===== src/rtl/bitonic_out_serializer.sv =====
// Captures one sorted 8-word vector from the bitonic merge stage and streams it out one word per beat.
// Optional build macro SER_DESC_EN: emit words largest first (beat j carries buf[7-j]).
module bitonic_out_serializer #(
    parameter int DATA_W = 8,
    parameter int NUM    = 8,
    parameter int IDX_W  = 3
) (
    input  logic              clk,
    input  logic              reset,
    input  logic              in_valid,
    output logic              in_ready,
    input  logic [DATA_W-1:0] number_in1,
    input  logic [DATA_W-1:0] number_in2,
    input  logic [DATA_W-1:0] number_in3,
    input  logic [DATA_W-1:0] number_in4,
    input  logic [DATA_W-1:0] number_in5,
    input  logic [DATA_W-1:0] number_in6,
    input  logic [DATA_W-1:0] number_in7,
    input  logic [DATA_W-1:0] number_in8,
    output logic              out_valid,
    input  logic              out_ready,
    output logic [DATA_W-1:0] number_out,
    output logic [IDX_W-1:0]  out_idx,
    output logic              out_last,
    output logic              sort_err
);

    typedef enum logic [0:0] {
        IDLE = 1'b0,
        SEND = 1'b1
    } state_t;

    localparam logic [IDX_W-1:0] LAST_IDX = IDX_W'(NUM - 1);

    state_t            state_r, state_s;
    logic [IDX_W-1:0]  cnt_r, cnt_s;
    logic [DATA_W-1:0] buf_r [NUM];
    logic              sort_err_r;
    logic              capture_s;
    logic              in_ready_s;
    logic              last_beat_s;
    logic [IDX_W-1:0]  rd_idx_s;
    logic [NUM*DATA_W-1:0] in_flat_s;

    // Flags any adjacent pair where the lower-indexed word is strictly greater (unsigned).
    function automatic logic order_violation(input logic [NUM*DATA_W-1:0] words);
        logic err;
        err = 1'b0;
        for (int i = 0; i < NUM - 1; i++) begin
            if (words[i*DATA_W +: DATA_W] > words[(i+1)*DATA_W +: DATA_W]) begin
                err = 1'b1;
            end else begin
                err = err;
            end
        end
        return err;
    endfunction

    assign in_flat_s = {number_in8, number_in7, number_in6, number_in5,
                        number_in4, number_in3, number_in2, number_in1};

    assign last_beat_s = (cnt_r == LAST_IDX);

`ifdef SER_DESC_EN
    assign rd_idx_s = LAST_IDX - cnt_r;
`else
    assign rd_idx_s = cnt_r;
`endif

    // Next-state, beat counter and input-side handshake.
    always_comb begin
        state_s    = state_r;
        cnt_s      = cnt_r;
        in_ready_s = 1'b0;
        capture_s  = 1'b0;
        case (state_r)
            IDLE: begin
                in_ready_s = 1'b1;
                if (in_valid) begin
                    capture_s = 1'b1;
                    cnt_s     = {IDX_W{1'b0}};
                    state_s   = SEND;
                end else begin
                    state_s = IDLE;
                end
            end
            SEND: begin
                if (out_ready) begin
                    if (last_beat_s) begin
                        // Final beat frees the buffer in the same cycle, allowing zero-bubble reload.
                        in_ready_s = 1'b1;
                        cnt_s      = {IDX_W{1'b0}};
                        if (in_valid) begin
                            capture_s = 1'b1;
                            state_s   = SEND;
                        end else begin
                            state_s = IDLE;
                        end
                    end else begin
                        cnt_s = cnt_r + IDX_W'(1);
                    end
                end else begin
                    cnt_s = cnt_r;
                end
            end
            default: begin
                state_s = IDLE;
                cnt_s   = {IDX_W{1'b0}};
            end
        endcase
    end

    // State, counter, vector buffer and per-vector order flag.
    always_ff @(posedge clk) begin
        if (reset) begin
            state_r    <= IDLE;
            cnt_r      <= {IDX_W{1'b0}};
            sort_err_r <= 1'b0;
            for (int i = 0; i < NUM; i++) begin
                buf_r[i] <= {DATA_W{1'b0}};
            end
        end else begin
            state_r <= state_s;
            cnt_r   <= cnt_s;
            if (capture_s) begin
                for (int i = 0; i < NUM; i++) begin
                    buf_r[i] <= in_flat_s[i*DATA_W +: DATA_W];
                end
                sort_err_r <= order_violation(in_flat_s);
            end else if (state_s == IDLE) begin
                sort_err_r <= 1'b0;
            end else begin
                sort_err_r <= sort_err_r;
            end
        end
    end

    assign in_ready   = in_ready_s;
    assign out_valid  = (state_r == SEND);
    assign number_out = (state_r == SEND) ? buf_r[rd_idx_s] : {DATA_W{1'b0}};
    assign out_idx    = (state_r == SEND) ? cnt_r : {IDX_W{1'b0}};
    assign out_last   = (state_r == SEND) && last_beat_s;
    assign sort_err   = sort_err_r;

endmodule


===== config.mk =====
export PLATFORM = sky130hd
export DESIGN_NAME = bitonic_out_serializer
export DESIGN_NICKNAME = d
export VERILOG_FILES = /design/src/rtl/bitonic_out_serializer.sv
export SDC_FILE = /design/constraint.sdc
export NUM_CORES = 1
export LEC_CHECK = 0
export CAP_MARGIN = 10
export CORE_ASPECT_RATIO = 0.7
export CORE_MARGIN = 2
export CORE_UTILIZATION = 53
export DETAILED_ROUTE_END_ITERATION = 16
export PLACE_DENSITY = 0.86
export SKIP_CTS_REPAIR_TIMING = 1
export SYNTH_ARGS = -nofsm -noshare
export SYNTH_HDL_FRONTEND = slang
export SYNTH_SLANG_ARGS = --single-unit

===== constraint.sdc =====
create_clock -name clk -period 4.77 [get_ports clk]
set_input_delay 1.431 -clock clk [delete_from_list [all_inputs] [get_ports clk]]
set_output_delay 1.431 -clock clk [all_outputs]
set_load 0.1 [all_outputs]

==> Flow_metrics.wiki <==
{| class="wikitable"
! Metric !! Value
|-
| Comb pwr share || 17.7%
|-
| Required time at the worst-slack endpoint || 3.34 ns
|-
| Setup crit end kind || primary output
|-
| Worst slack at placement || 0.899 ns
|-
| Share of synthesized area occupied by flip-flops and latches || 45.6%
|-
| Number of nets at the end of the flow || 620
|-
| Net switching power || 451 uW
|-
| Combinational family with the most area after synthesis || adder cells
|-
| Global-route wire length before repair || 17400 um
|-
| Die extent in x || 115 um
|-
| Worst Hold Class || reg -> reg
|-
| Setup tns final || 0 ns
|-
| Drt total wl || 11000 um
|-
| CP Max Fanout || 5
|-
| Vias per cell || 5.76
|-
| Flip-flop and latch count after synthesis || 72
|-
| Via count || 3478
|-
| Cell row count || 28
|-
| Vertical extent of the die || slightly above 80 um
|-
| Antenna violations before repair || 0
|-
| Most Crowded Layer GR || met2
|-
| Global placement routability congestion || 0.923
|-
| GR met3 Demand/Resource || 6.57%
|-
| Leakage power figure || 0.00245 uW
|-
| Total iterations of the first detailed-routing run || 5
|-
| Clock root cell || sky130_fd_sc_hd__clkbuf_16
|-
| Yosys warns || 0
|-
| Relative area change from synthesis to final layout || 26.7%
|-
| Clock transition time at the flip-flop clock pins of the worst setup and hold paths || 0.05 ns
|-
| Final Power || 1860 uW
|-
| Clock tree from TritonCTS || done
|-
| Starting density of the core || 54.3%
|-
| Setup Skew || 0.00557 ns
|-
| Number of buffers inserted during clock tree synthesis || 9
|-
| Simple-gate portion of the synthesized area || ~15%
|-
| Crit path time final || 3.90 ns
|-
| Post-Synth Adder-Cell Area || 15.9%
|-
| Max Freq || 256 MHz
|-
| Slew HR || roughly a third
|-
| Xor/xnor share of the synthesized area || 0%
|-
| Pwr Density || 320 nW/um^2
|-
| Placed wire-length estimate || 8430 um
|-
| Wire length per cell || 18.3 um
|-
| Worst Max-Slew Pin Slew || 0.970 ns
|-
| Result of the run || finished, final reports clean
|-
| Cell internal power dissipation || 1400 uW
|-
| Share of cell area taken by muxes after synthesis || slightly above 10%
|-
| Number of filler cells placed in the layout || 573
|-
| Arrival time at the worst endpoint || between 2 and 2.5 ns
|-
| Starting DRC count in detailed routing || 204
|-
| Number of global-route vias before repair || 3510
|-
| Fin cells || 604
|-
| Count of final max-slew check failures || 0
|-
| Post-Syn Area per Cell || roughly 11 sq um
|-
| Share of power burned in registers || 40.8%
|-
| Final Util || 68.9%
|-
| Largest net degree at the start of global routing || 64
|-
| Met2 global-route usage || 41.6%
|-
| Leading cell types in the layout, fill and taps excluded || 72 x sky130_fd_sc_hd__clkdlybuf4s50_1, 64 x sky130_fd_sc_hd__edfxtp_1, 61 x sky130_fd_sc_hd__inv_1, 58 x sky130_fd_sc_hd__ha_1, 42 x sky130_fd_sc_hd__nor3_1
|-
| Sinks on Clock Net || 72
|-
| Antenna-violating nets left || 0
|-
| Type of origin of the critical path || primary input
|-
| Area used by multi-input combinational logic || 2160 sq um
|-
| Maximum Capacitance Violations || 0
|-
| Area of the mapped netlist || roughly 4600 sq um
|-
| CTS max path bufs || 2
|-
| H-tree Lvls || 3
|-
| Clock insertion delay at the later pin of the skew report || 0.33 ns
|-
| Count of mapped cells out of synthesis || 414
|-
| Die footprint || 9390 sq um
|-
| IR drop worst, VDD || 0.000184 V
|-
| Category of the critical setup timing path || in -> out
|-
| Setup Viol. Count Final || 0
|-
| Number of distinct standard cells referenced by the synthesized netlist || 31
|-
| Core region area || between 8000 and 9000 sq um
|-
| Flip-flop and latch area || 2080 sq um
|-
| Final routed DRC violation total || 0
|-
| Most common cell after layout, fill and taps aside || sky130_fd_sc_hd__clkdlybuf4s50_1
|-
| Part of the cycle the worst path needs || 81.8%
|-
| Final Hold Fails || 0
|-
| Clock power share || 41.6%
|-
| RSZ-0062 raised after global routing || false
|-
| Compound-gate portion of the synthesized area || 6.41%
|-
| IO buf count || between 80 and 90
|-
| Met1 capacity usage during global routing || 33.0%
|-
| I/O pin count || 83
|-
| Post-Synthesis Net Count || between 500 and 600
|-
| Final worst slack || 0.869 ns
|-
| Number of antenna diodes || 0
|-
| Switching Share || between 20% and 30%
|-
| Global-route total usage across every layer || 25.2%
|-
| Grt ovf || 0
|-
| Share of cells above drive strength 1 || under 10%
|-
| Cell count after placement || 588
|}
synth_stat cells (all sizes together):
cell type  instances  area, sq um
dfxtp              8          160
inv               61          229
nor3              42          210
a41oi              1         8.76
ha                58          726
and3b              1         8.76
mux2i              9         90.1
and4               1         8.76
o21ai             18         90.1
nor2b             12         75.1
nand3b             3         22.5
nor2              21         81.3
nor4b              1         8.76
a32oi              3         26.3
nor3b              1         7.51
o211ai             3         22.5
a21oi             29          145
nand2b             4         25.0
nand2             14         52.6
nand4             15         93.8
edfxtp            64         1920
and2              11         68.8
buf               12         81.3
clkbuf             6         22.5
mux4              16          383
layout make-up:
cell class / count / area share [%]
sequential: 72 / 36.0
clock buffer: 11 / 4.19
timing repair buffer: 87 / 14.6
clock inverter: 5 / 1.79
tap: 105 / 2.27
inverter: 61 / 3.96
multi-input combinational: 263 / 37.3
routing by layer:
layer | vias to the layer above | part of all wire (%)
met4 | 0 | 2.0
met1 | 1620 | 42
met3 | 29 | 7.9
li1 | 1673 | -
met2 | 156 | 48
met5 | - | 0
cells by family after synthesis:
group / after synthesis
compound gates: 54
fa+ha+maj: 58
buf+inv: 79
flops: 72
mux: 25
simple gates: 126
flip-flops by register name, summed over array words and instances (netlist names), named ones only:
signal     count
cnt_r          3
sort_err       1
out_valid      1
buf_r         64
worst max-delay path: stages:
cell and delay (ns):
sky130_fd_sc_hd__clkdlybuf4s50_1 0.55, sky130_fd_sc_hd__nand2_1 0.07, sky130_fd_sc_hd__nand2_1 0.20, sky130_fd_sc_hd__buf_12 0.21
stage by stage:
stage	instance area (sq um)	hold slack, ns
floorplan	4570	0.498
CTS	5790	0.569
finish	5790	0.586
global placement	5440	0.536
detailed placement	5440	0.549
global route	5790	0.615
worst paths after layout:
| path | to | slack [ns] | start | depth (start not counted) |
|---|---|---|---|---|
| setup / recovery | in_ready | 0.87 | out_ready | 4 |
| setup reg to reg | buf_r[0][2] | 2.33 | out_valid | 5 |
| hold reg to reg | register | 0.59 | cnt_r[2] | 2 |
| hold / removal | register | 0.59 | cnt_r[2] | 2 |
power groups by stage:
| stage | combinational (uW) | clock (uW) | sequential (uW) |
|---|---|---|---|
| finish | 328 | 771 | 756 |
| detailed placement | 324 | 0 | 768 |
| CTS | 327 | 775 | 757 |
| floorplan | 195 | 0 | 766 |
| global placement | 307 | 0 | 766 |
| global route | 359 | 804 | 760 |
Note: power is estimated with default switching activity, not from simulation.
